--- src/rtl/rst_sequencer.sv ---
// Central SoC reset sequencer: arbitrates POR, pin, software and fault requests,
// holds every domain in reset, then releases domains one at a time in index order.
//
// state   | meaning
// --------+--------------------------------------------------------------
// ASSERT  | all domains held in reset; cnt times the hold window
// RELEASE | domains released one per STAGE_GAP cycles, idx = last released
// RUN     | every domain released, waiting for the next request
module rst_sequencer #(
    parameter int DOMAINS     = 4,
    parameter int HOLD_CYCLES = 16,
    parameter int STAGE_GAP   = 4,
    parameter int DEBOUNCE    = 8
) (
    input  logic               clk,
    input  logic               rst,
    input  logic               rst_ib,
    input  logic               sw_req,
    input  logic               fault_req,
    output logic [DOMAINS-1:0] rst_ob,
    output logic               busy,
    output logic [1:0]         cause,
    output logic               cause_upd
);

    localparam int CNT_MAX = (HOLD_CYCLES > STAGE_GAP) ? HOLD_CYCLES : STAGE_GAP;
    localparam int CNT_W   = $clog2(CNT_MAX + 1);
    localparam int IDX_W   = (DOMAINS > 1) ? $clog2(DOMAINS) : 1;
    localparam int DEB_W   = $clog2(DEBOUNCE + 1);

    localparam logic [CNT_W-1:0] HOLD_LAST = CNT_W'(HOLD_CYCLES - 1);
    localparam logic [CNT_W-1:0] GAP_LAST  = CNT_W'(STAGE_GAP - 1);
    localparam logic [IDX_W-1:0] IDX_LAST  = IDX_W'(DOMAINS - 2);
    localparam logic [DEB_W-1:0] DEB_SAT   = DEB_W'(DEBOUNCE);

    localparam logic [1:0] CAUSE_POR   = 2'd0;
    localparam logic [1:0] CAUSE_PIN   = 2'd1;
    localparam logic [1:0] CAUSE_SW    = 2'd2;
    localparam logic [1:0] CAUSE_FAULT = 2'd3;

    typedef enum logic [1:0] {
        ST_ASSERT  = 2'd0,
        ST_RELEASE = 2'd1,
        ST_RUN     = 2'd2
    } state_t;

    state_t           state;
    logic [CNT_W-1:0] cnt;
    logic [IDX_W-1:0] idx;
    logic [1:0]       pin_sync;
    logic [DEB_W-1:0] deb_cnt;
    logic             pin_req;
    logic             req_any;
    logic [1:0]       req_cause;

    // Pin path: two-flop synchroniser, then a saturating low-sample counter.
    always_ff @(posedge clk or posedge rst) begin
        if (rst) begin
            pin_sync <= 2'b11;
            deb_cnt  <= '0;
        end else begin
            pin_sync <= {pin_sync[0], rst_ib};
            if (pin_sync[1]) begin
                deb_cnt <= '0;
            end else if (deb_cnt != DEB_SAT) begin
                deb_cnt <= deb_cnt + DEB_W'(1);
            end
        end
    end

    assign pin_req = (deb_cnt == DEB_SAT);
    assign req_any = fault_req | pin_req | sw_req;

    always_comb begin
        req_cause = CAUSE_POR;
        if (fault_req) begin
            req_cause = CAUSE_FAULT;
        end else if (pin_req) begin
            req_cause = CAUSE_PIN;
        end else if (sw_req) begin
            req_cause = CAUSE_SW;
        end
    end

    always_ff @(posedge clk or posedge rst) begin
        if (rst) begin
            state     <= ST_ASSERT;
            cnt       <= '0;
            idx       <= '0;
            rst_ob    <= '0;
            busy      <= 1'b1;
            cause     <= CAUSE_POR;
            cause_upd <= 1'b0;
        end else begin
            cause_upd <= 1'b0;
            // Any request, from any state, (re)starts the hold window.
            if (req_any) begin
                state     <= ST_ASSERT;
                cnt       <= '0;
                idx       <= '0;
                rst_ob    <= '0;
                busy      <= 1'b1;
                cause     <= req_cause;
                cause_upd <= 1'b1;
            end else begin
                case (state)
                    ST_ASSERT: begin
                        rst_ob <= '0;
                        busy   <= 1'b1;
                        if (cnt == HOLD_LAST) begin
                            cnt    <= '0;
                            idx    <= '0;
                            rst_ob <= DOMAINS'(1);
                            if (DOMAINS == 1) begin
                                state <= ST_RUN;
                                busy  <= 1'b0;
                            end else begin
                                state <= ST_RELEASE;
                            end
                        end else begin
                            cnt <= cnt + CNT_W'(1);
                        end
                    end
                    ST_RELEASE: begin
                        if (cnt == GAP_LAST) begin
                            cnt    <= '0;
                            // Released bits are contiguous from bit 0, so shifting in a one
                            // releases exactly domain idx+1.
                            rst_ob <= (rst_ob << 1) | DOMAINS'(1);
                            idx    <= idx + IDX_W'(1);
                            if (idx == IDX_LAST) begin
                                state <= ST_RUN;
                                busy  <= 1'b0;
                            end
                        end else begin
                            cnt <= cnt + CNT_W'(1);
                        end
                    end
                    ST_RUN: begin
                        rst_ob <= '1;
                        busy   <= 1'b0;
                    end
                    default: begin
                        state  <= ST_ASSERT;
                        cnt    <= '0;
                        idx    <= '0;
                        rst_ob <= '0;
                        busy   <= 1'b1;
                    end
                endcase
            end
        end
    end

endmodule

--- config.mk ---
export PLATFORM = sky130hd
export DESIGN_NAME = rst_sequencer
export DESIGN_NICKNAME = d
export VERILOG_FILES = /design/src/rtl/rst_sequencer.sv
export SDC_FILE = /design/constraint.sdc
export NUM_CORES = 1
export LEC_CHECK = 0
export CAP_MARGIN = 20
export CORE_MARGIN = 3
export CORE_UTILIZATION = 50
export CTS_CLUSTER_DIAMETER = 100
export DETAILED_ROUTE_END_ITERATION = 6
export PLACE_DENSITY = 0.83
export SETUP_SLACK_MARGIN = 0.3
export SYNTH_ARGS = -nofsm -noshare
export SYNTH_HDL_FRONTEND = slang
export SYNTH_SLANG_ARGS = --single-unit
--- constraint.sdc ---
create_clock -name clk -period 5.6 [get_ports clk]
set_input_delay 0.84 -clock clk [delete_from_list [all_inputs] [get_ports clk]]
set_output_delay 0.84 -clock clk [all_outputs]
set_load 0.1 [all_outputs]
---- Yosys cells after proc, flatten, opt, wreduce, memory -nomap -nowiden ----
Index checks and enable logic that the tools add are counted.
operators by class
  add/sub/neg operators ................... 3
  equality and inequality tests ........... 11
  mux-type cells .......................... 27
  bitwise logic cells ..................... 2
  reductions and logical operators ........ 5
operator list
  kind                   number
  $mux W2                10
  $mux W4                4
  $mux W5                3
  $pmux W5 S3            1
  $pmux W2 S3            2
  $pmux W4 S3            1
  $ne A3 B3 Y1 const B   3
  $add A5 B1 Y5 const B  1
  $eq A5 B2 Y1 const B   1
  $eq A5 B4 Y1 const B   1
  $mux W1                5
  $add A4 B1 Y4 const B  1
  $eq A2 B2 Y1 const B   2
  $eq A4 B4 Y1 const B   1
  $ne A4 B4 Y1 const B   1
  $reduce_and A4 Y1      1
  $reduce_and A3 Y1      1
  $add A2 B1 Y2 const B  1
  $eq A2 B1 Y1 const B   1
  $logic_not A2 Y1       1
  $ne A2 B2 Y1 const B   1
  $or A1 B1 Y1           2
  $pmux W1 S2            1
  $reduce_and A2 Y1      1
  $reduce_bool A2 Y1     1
word-level totals
  register bits after elaboration ......... 23
  input bits .............................. 5
  output and inout bits ................... 8

---- Depth between registers and ports, before layout ----
Gate-level depths: netlist of the first run.
  word-level depth ........................ 5
  mapped depth ............................ 7

---- Least setup slack after synthesis of the first run ----
OpenSTA, ideal clock, no wires.
  path type ............................... flip-flop to flip-flop
  start point ............................. register cnt[0]
  end point ............................... register rst_ob[0]
  library setup time ...................... 0.077 ns
  arrival ................................. 1.812 ns
  slack ................................... 3.711 ns
  stages on the path, launching flop included .. 7
  buffers on the path ..................... 1
  period minus slack after synthesis ...... 1.889 ns
  cells stage by stage .................... dfrtp_1 -> ha_1 -> or4b_4 -> buf_6 -> and2_4 -> or3_4 -> a21oi_2
between the ends
  longest elaborated chain between the ends .. 4
  elaborated cells on any way between the ends .. 6
  those cells by class .................... 3 x eq/ne; 3 x mux
ends and longest elaborated chain
  element                 RTL line  text
  start, declared         48        logic [CNT_W-1:0] cnt;
  start signal, assigned  121       cnt <= cnt + CNT_W'(1);
  start signal, assigned  136       cnt <= cnt + CNT_W'(1);
  $eq A5 B4 Y1            110       if (cnt == HOLD_LAST) begin
  $mux W1                 110
  $pmux W4 S3             106       case (state)
  $mux W4                 97        if (req_any) begin
  end signal, assigned    129       rst_ob <= (rst_ob << 1) | DOMAINS'(1);
  end, declared           20        output logic [DOMAINS-1:0] rst_ob,
Parallel ways exist; a longest one is shown, timed or not.
A chain may end at the register's enable or synchronous reset.

---- Final worst setup path of the first run ----
  start point ............................. register busy
  end point ............................... output port busy
RTL lines
  element                 RTL line  text
  start, declared         21        output logic busy,
  start signal, assigned  91        busy <= 1'b1;
  start signal, assigned  102       busy <= 1'b1;
  start signal, assigned  109       busy <= 1'b1;
No word-level cell between the ends.

==> results of run 1 <==
-- power by group through the flow --
stage          logic [mW]  registers (mW)  clock network [mW]
4_1_cts            0.0279           0.174              0.0767
3_3_place_gp       0.0266           0.177                   0
3_5_place_dp       0.0277           0.177                   0
6_report           0.0276           0.174              0.0740
2_1_floorplan      0.0129           0.183                   0
5_1_grt            0.0305           0.175              0.0849
-- routing by layer --
layer	track usage, %	vias up	routed length (µm)
met5	0	-	0
met4	5.42	0	21
met3	2.76	5	94
met2	26.7	19	1150
met1	21.5	476	1090
li1	-	473	-
-- registers in the layout (all words and copies together), names as in the netlist --
| name | cells |
|---|---|
| cnt | 5 |
| deb_cnt | 4 |
| rst_ob | 4 |
| cause | 2 |
| idx | 2 |
| pin_sync | 2 |
| state | 2 |
| busy | 1 |
| cause_upd | 1 |
-- final timing paths --
path                                to   startpoint  slack [ps]
min                        pin_sync[1]  pin_sync[0]         370
min reg2reg                pin_sync[1]  pin_sync[0]         370
max reg2reg                  rst_ob[3]   deb_cnt[0]        3430
max in group asynchronous   deb_cnt[0]          rst        4080
min in group asynchronous     cause[0]          rst        1000
max                               busy         busy        2780
-- final cells by class --
type	instances	share of cell area [%]
Sequential cell	23	40.6
Clock buffer	4	1.84
Tap cell	28	2.46
Inverter	11	2.89
Multi-Input combinational cell	93	43.8
Timing Repair Buffer	12	8.42
-- stage by stage --
| stage | power (mW) | cells | cell area [µm²] | utilization (%) |
|---|---|---|---|---|
| 6_report | 0.275 | 171 | 1430 | 61.5 |
| 3_3_place_gp | 0.203 | 167 | 1400 | 60.4 |
| 4_1_cts | 0.279 | 171 | 1430 | 61.5 |
| 3_5_place_dp | 0.205 | 167 | 1400 | 60.4 |
| 2_1_floorplan | 0.196 | 133 | 1280 | - |
| 5_1_grt | 0.290 | 171 | 1430 | 61.5 |
-- placed cells by master, fill, tap and decap left out, drive strengths merged, types with 2 or more instances in the layout --
cell type	count
a21oi	7
a22oi	2
and3b	2
clkbuf	4
clkdlybuf4s50	12
dfrtp	20
dfstp	3
ha	10
inv	10
mux2i	4
nand2	10
nand3	4
nand4b	2
nor2	14
nor2b	3
nor3	6
nor3b	2
o21ai	12
-- cells by family (layout without fill, tap and decap cells) --
group                    count (synthesis)  count (layout)  share of synthesized area (%)
buffers and inverters                   17              27                           6.24
AND/OR/NAND/NOR                         49              49                           21.1
XOR/XNOR                                 2               2                           1.36
AO/OA/AOI/OAI                           27              27                           12.5
flip-flops                              23              23                           45.1
multiplexers                             5               5                           4.00
adder cells (fa/ha/maj)                 10              10                           9.75
==> impl_metrics.json, run 1 <==
{
  "outcome": "completed",
  "vias_per_cell": 5.69,
  "rows": 17,
  "critPathArrivalTime_ps": 1980,
  "critPathKind": "register to output pin",
  "drc": 0,
  "cts_buffers": 3,
  "cts.sinks": 23,
  "period_needed_ps": 2820,
  "clock_path_buffers": 2,
  "power_density_nw_per_um2": 193,
  "grtUsageTotal_pct": 16.2,
  "holdCritPathClass": "register to register",
  "syn_nets": 148,
  "grt_max_degree": 24,
  "r2r_cells": 6,
  "synth_common_cells": "20 x dfrtp_1, 14 x nor2_1, 12 x o21ai_0",
  "synthCells": 133,
  "netlist_area_um2": 1280,
  "first_global_vias": 979,
  "drt-total-wl_mm": 2.36,
  "maxSlewViolCount": 0,
  "p_switching_mw": 0.0673,
  "synth_top_area_share_pct": 39.0,
  "power_leakage_nw": 0.604,
  "num_io_pins": 13,
  "rsz0062_at_grt": "no",
  "initial_core_util_pct": 55.4,
  "multi_input_area_um2": 624,
  "clkTransAtPathRegs_ps": 120,
  "die_x_um": 56.7,
  "maxSlewHeadroom_pct": 35.1,
  "core_area_um2": 2320,
  "grt_pass1_wl_mm": 4.26,
  "antenna_found_initial": 0,
  "seq_area_frac_synth_pct": 45.1,
  "ys_async_sr_fraction_pct": 100,
  "ff_latch_area_um2": 579,
  "worst_slew_pin_slew_ps": 971,
  "overflow": 0,
  "seq_power_share_pct": 63.1,
  "maxCapViolations": 0,
  "cp_max_fo": 2,
  "first_iter_violations": 56,
  "htreeDepth": 1,
  "max-vdd-ir-drop_mv": 0.102,
  "fill_cells": 181,
  "critPathRequiredTime_ps": 4760,
  "p_comb_share_pct": 10.0,
  "synthDistinctLibCells": 38,
  "routedWlPerCell_um": 13.8,
  "nets": 159,
  "postCtsHoldBufs": 0,
  "drtPass1Iterations": 4,
  "post_cts_buffers": 0,
  "clock_latency_ps": 300,
  "drive_gt1_share_pct": 9.09,
  "ant_nets": 0,
  "cts_resized": 0,
  "tns_ps": 0,
  "portBuffers": 12,
  "holdPathStages": 0,
  "area_growth_pct": 11.1,
  "setup_slack_ps": 2780,
  "path_delay_family": "buffers and inverters",
  "dp.final_hpwl_mm": 1.76,
  "finalSetupViolations": 0,
  "vias": 973,
  "path_cells": "clkdlybuf4s50_1",
  "critPathCaptureType": "output pin",
  "n_antenna_cell": 0,
  "power_switching_share_pct": 24.4,
  "synthFlopType": "dfrtp_1",
  "die_h_um": 56.7,
  "ys.warnings.count": 0,
  "routabilityCongestion": 0.807,
  "dieArea_um2": 3210,
  "dp_slack_ps": 3010,
  "cts_root_buf": "clkbuf_4",
  "start_kind": "register",
  "synth_area_leader_cell": "dfrtp_1",
  "worst-path-stages": 1,
  "ys_ff_latch": 23,
  "hold_violations": 0,
  "hold_ws_ps": 367,
  "fmax_mhz": 354,
  "clock_power_share_pct": 26.9,
  "avgSynthCellArea_um2": 9.65,
  "critPathMaxStageDelay_ps": 1130,
  "synth_most_common_cell": "dfrtp_1",
  "cp_slowest_cell": "clkdlybuf4s50_1",
  "crit_buf_inv": 1,
  "synth_edf_count": 0,
  "intPower_mw": 0.208,
  "ys_top_cells_by_area": "dfrtp_1 39%, ha_1 9.7%, dfstp_2 6.1%",
  "cts_tree": "yes",
  "post-route-period-util_pct": 50.4,
  "finClkSkew_ps": 8.48
}
Note: power is estimated with default switching activity, not from simulation.
==> run 2: changes to the inputs <==
--- a/config.mk
+++ b/config.mk
@@ -10,7 +10,7 @@
 export CORE_UTILIZATION = 50
 export CTS_CLUSTER_DIAMETER = 100
 export DETAILED_ROUTE_END_ITERATION = 6
-export PLACE_DENSITY = 0.83
+export PLACE_DENSITY = 0.85
 export SETUP_SLACK_MARGIN = 0.3
 export SYNTH_ARGS = -nofsm -noshare
 export SYNTH_HDL_FRONTEND = slang
==> constraint.sdc (replaced) <==
create_clock -name clk -period 2.3 [get_ports clk]
set_input_delay 0.345 -clock clk [delete_from_list [all_inputs] [get_ports clk]]
set_output_delay 0.345 -clock clk [all_outputs]
set_load 0.1 [all_outputs]
==> run 2 against run 1 <==
Net effect: critical endpoint is now rst_ob[0]; total power is 150% higher; clock power grew to 2.6 times the previous value; largest cell class unchanged; count of clock-buffer cells in the layout is 1 lower; critical path type is now register to register.
==> impl_metrics.json, run 2 (same netlist as run 1, synthesis figures left out) <==
{
  "outcome": "completed",
  "first_iter_violations": 31,
  "finalSetupViolations": 0,
  "grt_pass1_wl_mm": 4.44,
  "worst_slew_pin_slew_ps": 377,
  "num_io_pins": 13,
  "drc": 0,
  "htreeDepth": 1,
  "finClkSkew_ps": 9.03,
  "tns_ps": 0,
  "post-route-period-util_pct": 83.6,
  "holdCritPathClass": "input pin to async pin",
  "routedWlPerCell_um": 15.3,
  "clock_power_share_pct": 27.9,
  "maxSlewViolCount": 0,
  "grtUsageTotal_pct": 18.0,
  "clkTransAtPathRegs_ps": 130,
  "critPathKind": "register to register",
  "vias_per_cell": 5.76,
  "p_switching_mw": 0.180,
  "nets": 162,
  "p_comb_share_pct": 10.3,
  "critPathRequiredTime_ps": 2560,
  "vias": 1003,
  "clock_path_buffers": 2,
  "seq_power_share_pct": 61.7,
  "cts_root_buf": "clkbuf_4",
  "cts_buffers": 3,
  "ant_nets": 0,
  "path_delay_family": "simple AND/OR/NAND/NOR gates",
  "layout_common_cells": "20 x dfrtp_1, 14 x nor2_1, 12 x o21ai_0, 11 x buf_4",
  "portBuffers": 12,
  "power_switching_share_pct": 26.2,
  "multi_input_area_um2": 634,
  "antenna_found_initial": 0,
  "ff_latch_area_um2": 579,
  "grt_max_degree": 24,
  "cts.sinks": 23,
  "initial_core_util_pct": 55.4,
  "cts_tree": "yes",
  "regMostFlops": "cnt",
  "critPathMaxStageDelay_ps": 530,
  "hold_violations": 0,
  "period_needed_ps": 1920,
  "rows": 17,
  "postCtsHoldBufs": 0,
  "place_inst": 169,
  "intPower_mw": 0.507,
  "die_x_um": 56.7,
  "die_h_um": 56.7,
  "overflow": 0,
  "mostFrequentLayoutCell": "dfrtp_1",
  "fmax_mhz": 520,
  "area_growth_pct": 12.2,
  "r2r_slack_ps": 380,
  "routabilityCongestion": 0.924,
  "start_kind": "register",
  "dieArea_um2": 3210,
  "top_regs": "cnt: 5 flops, deb_cnt: 4 flops, rst_ob: 4 flops",
  "drt-total-wl_mm": 2.66,
  "crit_buf_inv": 0,
  "rsz0062_at_grt": "no",
  "critPathCaptureType": "register",
  "dp.final_hpwl_mm": 1.96,
  "n_antenna_cell": 0,
  "core_area_um2": 2320,
  "largest_register_ffs": 5,
  "cp_max_fo": 7,
  "fill_cells": 188,
  "cp_slowest_cell": "or4b_4",
  "utilization_pct": 62.1,
  "drive_gt1_share_pct": 19.9,
  "clock_latency_ps": 320,
  "drtPass1Iterations": 5,
  "critPathArrivalTime_ps": 2180,
  "first_global_vias": 1031,
  "final_cells": 174,
  "maxSlewHeadroom_pct": 74.6,
  "maxCapViolations": 0,
  "power_leakage_nw": 0.628,
  "power_density_nw_per_um2": 477,
  "path_cells": "ha_2, or4b_4, and2_4, or3_4, a21oi_2",
  "max-vdd-ir-drop_mv": 0.262
}
-- run 2: tightest hold or removal path, cell delays in order --
cell and delay, ps:
clkdlybuf4s50_1 400, inv_1 70, buf_4 290
-- run 2: worst paths after layout --
check                              end   startpoint  depth (start not counted)
max                          rst_ob[0]       cnt[1]                          5
min                          rst_ob[2]          rst                          3
max reg2reg                  rst_ob[0]       cnt[1]                          5
min reg2reg                pin_sync[1]  pin_sync[0]                          0
max in group asynchronous         busy          rst                          3
min in group clk           pin_sync[1]  pin_sync[0]                          0
-- run 2: power groups by stage --
stage          clock network (mW)  logic, mW  registers (mW)
2_1_floorplan                   0     0.0313           0.445
3_3_place_gp                    0     0.0661           0.430
3_5_place_dp                    0     0.0698           0.432
4_1_cts                     0.200     0.0699           0.424
5_1_grt                     0.219     0.0779           0.426
6_report                    0.192     0.0711           0.424
-- run 2: cell type report --
class | instances | area share [%]
clock buffer | 3 | 1.56
clock inverter | 1 | 0.348
inverter | 11 | 2.87
multi-input combinational | 93 | 44.0
sequential | 23 | 40.2
tap | 28 | 2.43
timing repair buffer | 15 | 8.51
-- run 2: through the flow --
stage	total power [mW]	hold WS [ps]	setup WS [ps]	cell area (µm²)
floorplan	0.476	345	411	1280
finish	0.687	371	377	1440
global placement	0.496	346	428	1400
global route	0.723	380	305	1440
CTS	0.694	373	336	1420
detailed placement	0.501	355	362	1400
-- run 2: timing repair --
action,4_1_cts,5_1_grt
setup endpoints to repair,0,4
gates resized for setup,0,4
buffers inserted,0,1
-- run 2: layer usage --
layer	vias up	wire, µm	track usage [%]
li1	482	-	-
met5	-	0	0
met3	7	168	3.45
met1	475	1120	21.7
met4	0	63	10.8
met2	39	1310	29.4
